==> config.mk <==
export PLATFORM = sky130hd
export DESIGN_NAME = muldiv_controller
export DESIGN_NICKNAME = d
export VERILOG_FILES = /design/src/rtl/muldiv_pkg.sv /design/src/rtl/muldiv_div_step.sv /design/src/rtl/muldiv_controller.sv
export SDC_FILE = /design/constraint.sdc
export NUM_CORES = 1
export LEC_CHECK = 0
export ABC_CLOCK_PERIOD_IN_PS = 5500
export CORE_UTILIZATION = 50
export CTS_BUF_LIST = sky130_fd_sc_hd__clkbuf_8
export DETAILED_ROUTE_END_ITERATION = 12
export PLACE_DENSITY_LB_ADDON = 0.25
export SLEW_MARGIN = 15
export SYNTH_ARGS = -nofsm -noshare
export SYNTH_HDL_FRONTEND = slang
export SYNTH_SLANG_ARGS = --single-unit
==> constraint.sdc <==
create_clock -name clk -period 5.5 [get_ports clk]
set_input_delay 1.1 -clock clk [delete_from_list [all_inputs] [get_ports clk]]
set_output_delay 1.1 -clock clk [all_outputs]
set_load 0.01 [all_outputs]
==> src/rtl/muldiv_pkg.sv <==
// Shared definitions for the MULT/DIV sequencer: state encoding and default sizes.
// The optional early-out path is enabled by defining MULDIV_EARLY_OUT_EN.
package muldiv_pkg;

  localparam int WIDTH_DEF = 32;
  localparam int CNT_W_DEF = 6;

  localparam logic [2:0] ST_IDLE = 3'd0;
  localparam logic [2:0] ST_MULT = 3'd1;
  localparam logic [2:0] ST_DIV  = 3'd2;
  localparam logic [2:0] ST_FIX  = 3'd3;
  localparam logic [2:0] ST_DONE = 3'd4;
  localparam logic [2:0] ST_DZ   = 3'd5;

  typedef enum logic [2:0] {
    S_IDLE = ST_IDLE,
    S_MULT = ST_MULT,
    S_DIV  = ST_DIV,
    S_FIX  = ST_FIX,
    S_DONE = ST_DONE,
    S_DZ   = ST_DZ
  } state_t;

endpackage

==> src/rtl/muldiv_div_step.sv <==
// One restoring-division step on unsigned magnitudes: shift in the next dividend
// bit, subtract the divisor when it fits, and report the quotient bit.
module div_step
  import muldiv_pkg::*;
#(
  parameter int WIDTH = WIDTH_DEF
) (
  input  logic [WIDTH-1:0] rem,
  input  logic             din,
  input  logic [WIDTH-1:0] divisor,
  output logic [WIDTH-1:0] rem_next,
  output logic             q_bit
);

  logic [WIDTH:0]   shifted;
  logic [WIDTH-1:0] diff;

  // rem < divisor on entry, so the restored remainder always fits WIDTH bits.
  assign shifted  = {rem, din};
  assign q_bit    = (shifted >= {1'b0, divisor});
  assign diff     = shifted[WIDTH-1:0] - divisor;
  assign rem_next = q_bit ? diff : shifted[WIDTH-1:0];

endmodule

==> src/rtl/muldiv_controller.sv <==
// Iterative signed multiply (Booth radix-2) / restoring signed divide feeding Hi/Lo.
// Define MULDIV_EARLY_OUT_EN to finish zero-operand operations in one cycle.
module muldiv_controller
  import muldiv_pkg::*;
#(
  parameter int WIDTH = WIDTH_DEF,
  parameter int CNT_W = CNT_W_DEF
) (
  input  logic             clk,
  input  logic             reset,
  input  logic             start_mult,
  input  logic             start_div,
  input  logic [WIDTH-1:0] op_a,
  input  logic [WIDTH-1:0] op_b,
  output logic             busy,
  output logic             done,
  output logic             hilo_write,
  output logic             div_zero,
  output logic [WIDTH-1:0] hi_out,
  output logic [WIDTH-1:0] lo_out
);

  state_t           state_reg, state_next;
  logic [CNT_W-1:0] cnt_reg;
  logic [WIDTH:0]   acc_reg, m_reg;
  logic [WIDTH-1:0] q_reg;
  logic             qm1_reg;
  logic [WIDTH-1:0] rem_reg, dq_reg, dvs_reg;
  logic             sign_a_reg, sign_b_reg;
  logic [WIDTH-1:0] hi_reg, lo_reg;

  logic             last_step, mult_zero, div_a_zero, q_bit;
  logic [WIDTH:0]   acc_sum, acc_sh;
  logic [WIDTH-1:0] q_sh, rem_step, a_mag, b_mag;

`ifdef MULDIV_EARLY_OUT_EN
  assign mult_zero  = (op_a == '0) || (op_b == '0);
  assign div_a_zero = (op_a == '0);
`else
  assign mult_zero  = 1'b0;
  assign div_a_zero = 1'b0;
`endif

  assign last_step = (cnt_reg == CNT_W'(WIDTH - 1));
  assign a_mag     = op_a[WIDTH-1] ? -op_a : op_a;
  assign b_mag     = op_b[WIDTH-1] ? -op_b : op_b;

  // Accumulator carries one guard bit so subtracting the most negative multiplicand cannot overflow.
  always_comb begin
    acc_sum = acc_reg;
    case ({q_reg[0], qm1_reg})
      2'b01:   acc_sum = acc_reg + m_reg;
      2'b10:   acc_sum = acc_reg - m_reg;
      default: acc_sum = acc_reg;
    endcase
  end

  assign acc_sh = {acc_sum[WIDTH], acc_sum[WIDTH:1]};
  assign q_sh   = {acc_sum[0], q_reg[WIDTH-1:1]};

  div_step #(.WIDTH(WIDTH)) u_div_step (
    .rem     (rem_reg),
    .din     (dq_reg[WIDTH-1]),
    .divisor (dvs_reg),
    .rem_next(rem_step),
    .q_bit   (q_bit)
  );

  always_ff @(posedge clk) begin
    if (reset) state_reg <= S_IDLE;
    else       state_reg <= state_next;
  end

  always_comb begin
    state_next = state_reg;
    case (state_reg)
      S_IDLE: begin
        if (start_mult)     state_next = mult_zero ? S_DONE : S_MULT;
        else if (start_div) state_next = (op_b == '0) ? S_DZ : (div_a_zero ? S_DONE : S_DIV);
      end
      S_MULT:  if (last_step) state_next = S_DONE;
      S_DIV:   if (last_step) state_next = S_FIX;
      S_FIX:   state_next = S_DONE;
      S_DONE:  state_next = S_IDLE;
      S_DZ:    state_next = S_IDLE;
      default: state_next = S_IDLE;
    endcase
  end

  always_ff @(posedge clk) begin
    if (reset) begin
      cnt_reg    <= '0;
      acc_reg    <= '0;
      m_reg      <= '0;
      q_reg      <= '0;
      qm1_reg    <= 1'b0;
      rem_reg    <= '0;
      dq_reg     <= '0;
      dvs_reg    <= '0;
      sign_a_reg <= 1'b0;
      sign_b_reg <= 1'b0;
      hi_reg     <= '0;
      lo_reg     <= '0;
    end else begin
      case (state_reg)
        S_IDLE: begin
          if (start_mult) begin
            cnt_reg <= '0;
            acc_reg <= '0;
            q_reg   <= op_a;
            qm1_reg <= 1'b0;
            m_reg   <= {op_b[WIDTH-1], op_b};
            if (mult_zero) begin
              hi_reg <= '0;
              lo_reg <= '0;
            end
          end else if (start_div) begin
            cnt_reg    <= '0;
            rem_reg    <= '0;
            dq_reg     <= a_mag;
            dvs_reg    <= b_mag;
            sign_a_reg <= op_a[WIDTH-1];
            sign_b_reg <= op_b[WIDTH-1];
            if ((op_b != '0) && div_a_zero) begin
              hi_reg <= '0;
              lo_reg <= '0;
            end
          end
        end
        S_MULT: begin
          acc_reg <= acc_sh;
          q_reg   <= q_sh;
          qm1_reg <= q_reg[0];
          cnt_reg <= cnt_reg + 1'b1;
          if (last_step) begin
            hi_reg <= acc_sh[WIDTH-1:0];
            lo_reg <= q_sh;
          end
        end
        S_DIV: begin
          rem_reg <= rem_step;
          dq_reg  <= {dq_reg[WIDTH-2:0], q_bit};
          cnt_reg <= cnt_reg + 1'b1;
        end
        S_FIX: begin
          lo_reg <= (sign_a_reg ^ sign_b_reg) ? -dq_reg : dq_reg;
          hi_reg <= sign_a_reg ? -rem_reg : rem_reg;
        end
        default: ;
      endcase
    end
  end

  assign busy       = (state_reg == S_MULT) || (state_reg == S_DIV) || (state_reg == S_FIX);
  assign done       = (state_reg == S_DONE);
  assign hilo_write = (state_reg == S_DONE);
  assign div_zero   = (state_reg == S_DZ);
  assign hi_out     = hi_reg;
  assign lo_out     = lo_reg;

endmodule

==> results.json, run 1 <==
{
  "grt_pass1_vias": 16600,
  "crit_slowest_cell": "nor4b_1",
  "clkTransAtPathRegs_ns": 0.07,
  "numCtsBuffers": 48,
  "synth.distinct_cells": 75,
  "finalSetupViolations": 0,
  "finalWirelength_um": 56100,
  "num_vias": 17800,
  "cp_max_fo": 6,
  "htreeDepth": 2,
  "cts_tree": "yes",
  "maxSlewViolCount": 0,
  "postCtsHoldBufs": 0,
  "yosys_warnings": 0,
  "routabilityCongestion": 0.989,
  "crit_arrival_ns": 5.34,
  "timing.final.crit_share": 0.887,
  "drive_above_1_share": 0.0564,
  "cts_root_buf": "clkbuf_8",
  "drt_first_pass_iters": 5,
  "tns_ns": 0,
  "worst_clock_skew_ns": 0.0185,
  "post_cts_resized": 0,
  "peakVddDrop_mv": 0.242,
  "syn_area_um2": 17500,
  "post-route-util": 0.583,
  "power_density_nw_per_um2": 380,
  "fmax_mhz": 205,
  "multi_input_area_um2": 11300,
  "ant_nets": 0,
  "cp_data_required_time_ns": 5.96,
  "power.leakage_nw": 7.74,
  "grt_usage": 0.310,
  "nNetsFinal": 2570,
  "rsz0062_at_grt": "no",
  "seq_area_um2": 5370,
  "worst-path-buf-inv": 0,
  "row_count": 68,
  "port-buffer-count": 135,
  "antenna_cells": 0,
  "crit_path_max_incr_delay_ns": 0.64,
  "fill_cells": 3320,
  "overflow": 0,
  "core_area_um2": 34500,
  "synth_edf_count": 0,
  "drc": 0,
  "worst-r2r-setup-slack_ns": 0.62,
  "avgSynthCellArea_um2": 7.38,
  "synth_largest_area_cell": "dfxtp_1",
  "yosys_register_bits": 268,
  "cpLargestDelayFamily": "simple AND/OR/NAND/NOR gates",
  "clk_latency_ns": 0.63,
  "synth_ff_type": "dfxtp_1",
  "finalCriticalPeriod_ns": 4.88,
  "end_kind": "register",
  "grt_start_max_net_pins": 107,
  "placed_area_um2": 19100,
  "startpoint_type": "register",
  "hold_viol": 0,
  "synth_nets": 2508,
  "netlist_top_cells_area": "dfxtp_1 31%, nand2_1 8.0%, a21oi_1 6.9%",
  "crit_chain": "nor2_1 > nor4b_1 > nand3b_1 > nor2_1 > nand2_1 > nor3_1 > nor2_1 > xnor2_1 > ha_1 > nand2_1 > nor2_1 > nand4_1 > a21oi_1 > o21ai_0 > a31oi_1 > mux2i_1 > a311oi_1 > mux2i_1 > nor4_1",
  "finalHoldWorstSlack_ns": 0.448,
  "crit_type": "reg -> reg",
  "worstMarginPinSlew_ns": 1.18,
  "slew_headroom": 0.209,
  "grt_pass1_wl_um": 88600,
  "antenna_found_initial": 5,
  "post_cts_buffers": 0,
  "viasPerCell": 6.11,
  "synthArstFlopShare": 0,
  "drv_cap": 0,
  "hpwl_um": 40100,
  "cts_buffer_depth": 3,
  "seq_area_frac_synth": 0.307,
  "clkSinkCount": 268,
  "areaGrowthSynthToFinish_pct": 15.0,
  "initial_utilization": 0.507,
  "die_area_um2": 35700,
  "status": "complete, no violations",
  "fin_ws_ns": 0.620,
  "pre_cts_ws_ns": 0.712,
  "first_iter_violations": 1351,
  "wl_per_cell_um": 19.2,
  "finish.instance_area_um2": 20100,
  "synth_top_area_frac": 0.307,
  "die_w_um": 189,
  "pin_count": 136,
  "die_height_um": 189,
  "cp_common_cell": "nor2_1",
  "worst_hold_path_type": "reg -> reg",
  "synth_cells": 2367
}
## cells in the mapped netlist, types with 7 or more instances
| library cell | number |
|---|---|
| a211oi_1 | 75 |
| a21o_1 | 20 |
| a21oi_1 | 241 |
| a221oi_1 | 8 |
| a311oi_1 | 39 |
| a31oi_1 | 22 |
| and3_1 | 16 |
| buf_1 | 12 |
| clkbuf_1 | 134 |
| dfxtp_1 | 268 |
| ha_1 | 71 |
| inv_1 | 78 |
| mux2i_1 | 10 |
| nand2_1 | 374 |
| nand2b_1 | 13 |
| nand3_1 | 107 |
| nand4_1 | 10 |
| nor2_1 | 251 |
| nor2b_1 | 10 |
| nor3_1 | 32 |
| nor4_1 | 15 |
| o211ai_1 | 32 |
| o21a_1 | 7 |
| o21ai_0 | 96 |
| o21bai_1 | 9 |
| o221ai_1 | 26 |
| o31ai_1 | 41 |
| o41ai_1 | 13 |
| or2_2 | 7 |
| or3_1 | 24 |
| or4_1 | 11 |
| xnor2_1 | 84 |
| xor2_1 | 111 |
## per-layer routing
layer	track usage	share of wire	up-vias	wire length, um
li1	-	-	8604	-
met1	0.385	0.42	8417	23500
met2	0.515	0.46	662	26000
met3	0.0560	0.075	137	4190
met4	0.151	0.043	10	2410
met5	0	0.0012	-	69
## worst paths after layout
path                            from                      end  cells past startpoint
min reg2reg  lo_out[25]$_SDFFE_PP0P_  lo_out[25]$_SDFFE_PP0P_                      2
max            m_reg[2]$_SDFFE_PP0P_  hi_out[31]$_SDFFE_PP0P_                     19
max reg2reg    m_reg[2]$_SDFFE_PP0P_  hi_out[31]$_SDFFE_PP0P_                     19
min          lo_out[25]$_SDFFE_PP0P_  lo_out[25]$_SDFFE_PP0P_                      2
## layout make-up
type                    count  area share
multi-input cells        1869       0.564
flip-flops and latches    268       0.267
repair buffers            162      0.0781
clock buffers              60      0.0411
well taps                 455      0.0283
inverters                  80      0.0149
clock inverters            26     0.00704
## cells by family (layout without fill, tap and decap cells)
kind of cell,Yosys count,in the layout,synth area share
AO/OA/AOI/OAI,686,686,0.256
AND/OR/NAND/NOR,902,902,0.229
multiplexers,13,13,0.00766
adder cells (fa/ha/maj),73,73,0.0531
flip-flops,268,268,0.307
XOR/XNOR,195,195,0.0977
buffers and inverters,230,328,0.0500
## layout by cell type (no fill, tap or decap), types with 32 or more instances in the layout
cell             count
nand2_1            371
dfxtp_1            268
nor2_1             247
a21oi_1            241
clkdlybuf4s50_1    133
xor2_1             111
nand3_1            107
o21ai_0             95
inv_1               93
xnor2_1             84
a211oi_1            75
ha_1                71
clkbuf_8            60
o31ai_1             41
a311oi_1            39
nor3_1              32
o211ai_1            32
## worst min-delay path, delay by kind of cell (launching register included)
family	cells	cell delay, ns
compound gates	1	0.05
flops	1	0.31
simple gates	1	0.05
## per-stage QoR
| stage | cells | total power, mW |
|---|---|---|
| floorplan | 2367 | 4.78 |
| global placement | 2833 | 5.62 |
| detailed placement | 2833 | 5.69 |
| CTS | 2919 | 7.62 |
| global route | 2920 | 8.11 |
| finish | 2920 | 7.63 |
## where the power goes
group | internal (mW) | switching, mW
Sequential | 2.16 | 0.238
Clock | 1.03 | 0.897
Combinational | 1.20 | 2.12
Total | 4.38 | 3.25
Power figures use the tool's default switching activity.
==> run 2: changes to the inputs <==
- CORE_ASPECT_RATIO: default -> 1.4
- GPL_ROUTABILITY_DRIVEN: default -> 0
- HOLD_SLACK_MARGIN: default -> 0.12
==> run 2 against run 1 <==
Critical path depth fell by 1. Sequential cell count unchanged. Power is 0.22% higher. First-iteration DRC count rose by 21%. Critical endpoint unchanged.
==> results.json, run 2 (same netlist as run 1, synthesis figures left out) <==
{
  "grt_pass1_vias": 17100,
  "cts_tree": "yes",
  "cts_root_buf": "clkbuf_8",
  "drt_first_pass_iters": 7,
  "hold_viol": 0,
  "die_height_um": 223,
  "status": "complete, no violations",
  "finalCriticalPeriod_ns": 4.89,
  "die_w_um": 160,
  "grt_usage": 0.306,
  "numCtsBuffers": 46,
  "cp_data_required_time_ns": 5.94,
  "worstSetupStartpoint": "m_reg[0]$_SDFFE_PP0P_",
  "wl_per_cell_um": 19.1,
  "initial_utilization": 0.511,
  "areaGrowthSynthToFinish_pct": 15.0,
  "fmax_mhz": 205,
  "rsz0062_at_grt": "no",
  "power_density_nw_per_um2": 381,
  "min_from": "lo_out[12]$_SDFFE_PP0P_",
  "p_total_mw": 7.65,
  "ant_nets": 0,
  "first_iter_violations": 1631,
  "fin_ws_ns": 0.611,
  "min_path_cells": 2,
  "drive_above_1_share": 0.0577,
  "slew_headroom": 0.368,
  "viasPerCell": 6.19,
  "crit_arrival_ns": 5.33,
  "layout_commonest_cell": "nand2_1",
  "mostFrequentLayoutCells": "371 x nand2_1, 268 x dfxtp_1, 247 x nor2_1",
  "maxSlewViolCount": 0,
  "overflow": 0,
  "peakVddDrop_mv": 0.248,
  "finalSetupViolations": 0,
  "htreeDepth": 2,
  "tns_ns": 0,
  "power.leakage_nw": 7.72,
  "grt_pass1_wl_um": 88200,
  "worst_hold_path_type": "reg -> reg",
  "row_count": 80,
  "nNetsFinal": 2565,
  "worst_clock_skew_ns": 0.0353,
  "worstMarginPinSlew_ns": 0.945,
  "pin_count": 136,
  "antenna_found_initial": 1,
  "hpwl_um": 40200,
  "timing.final.crit_share": 0.889,
  "cp_max_fo": 6,
  "num_vias": 18000,
  "port-buffer-count": 135,
  "reg2reg_from": "m_reg[0]$_SDFFE_PP0P_",
  "postCtsHoldBufs": 0,
  "die_area_um2": 35700,
  "core_area_um2": 34200,
  "drv_cap": 0,
  "grt_start_max_net_pins": 92,
  "fill_cells": 3233,
  "startpoint_type": "register",
  "finalWirelength_um": 55700,
  "crit_type": "reg -> reg",
  "pre_cts_ws_ns": 0.478,
  "antenna_cells": 0,
  "drc": 0,
  "clk_latency_ns": 0.60,
  "reg2regPathDepth": 18,
  "end_kind": "register",
  "clkSinkCount": 268,
  "cts_buffer_depth": 3,
  "clkTransAtPathRegs_ns": 0.06
}
[run 2: layout make-up]
class	instances	area, um^2	area share
tap	451	564	0.0281
sequential	268	5370	0.267
timing repair buffer	159	1550	0.0770
inverter	80	300	0.0149
multi-input combinational	1869	11300	0.564
clock inverter	24	161	0.00803
clock buffer	60	826	0.0411
[run 2: path summary, 6_finish.rpt]
check	endpoint	slack, ns
min	lo_out[12]$_SDFFE_PP0P_	0.45
min reg2reg	lo_out[12]$_SDFFE_PP0P_	0.45
max reg2reg	hi_out[31]$_SDFFE_PP0P_	0.61
max	hi_out[31]$_SDFFE_PP0P_	0.61
[run 2: through the flow]
step	cells	instance area (um^2)	hold slack, ns	utilization
2_1_floorplan	2367	17500	0.432	-
3_3_place_gp	2826	19100	0.438	0.557
3_5_place_dp	2826	19100	0.446	0.557
4_1_cts	2910	20100	0.454	0.586
5_1_grt	2911	20100	0.472	0.587
6_report	2911	20100	0.451	0.587
[run 2: worst max-delay path, stage by stage, from the launching register on]
cell      delay (ns)
dfxtp_1         0.34
inv_1           0.07
ha_1            0.18
or4b_1          0.52
or4_1           0.54
nor3_2          0.36
a21oi_1         0.16
xnor2_1         0.15
ha_1            0.38
nand2_1         0.12
nor2_1          0.18
nand4_1         0.11
a21oi_1         0.20
o21ai_0         0.18
a31oi_1         0.33
mux2i_1         0.12
a311oi_1        0.48
mux2i_1         0.24
nor4_1          0.07
[run 2: power breakdown]
group | internal (mW) | switching [mW] | total, mW
clock | 1.07 | 0.881 | 1.96
sequential | 2.16 | 0.228 | 2.38
combinational | 1.19 | 2.12 | 3.31
total | 4.42 | 3.23 | 7.65
[run 2: routing by layer]
layer  GRT usage  vias up  part of all wire
li1            -     8579                 -
met1       0.347     8464              0.39
met2       0.530      769              0.48
met3      0.0487      202             0.067
met4       0.195        2             0.066
met5           0        -           0.00025
[run 2: what timing repair did]
item,4_1_cts,5_1_grt
gates resized for setup,0,1
setup buffers,0,0
endpoints found under the setup margin,0,1
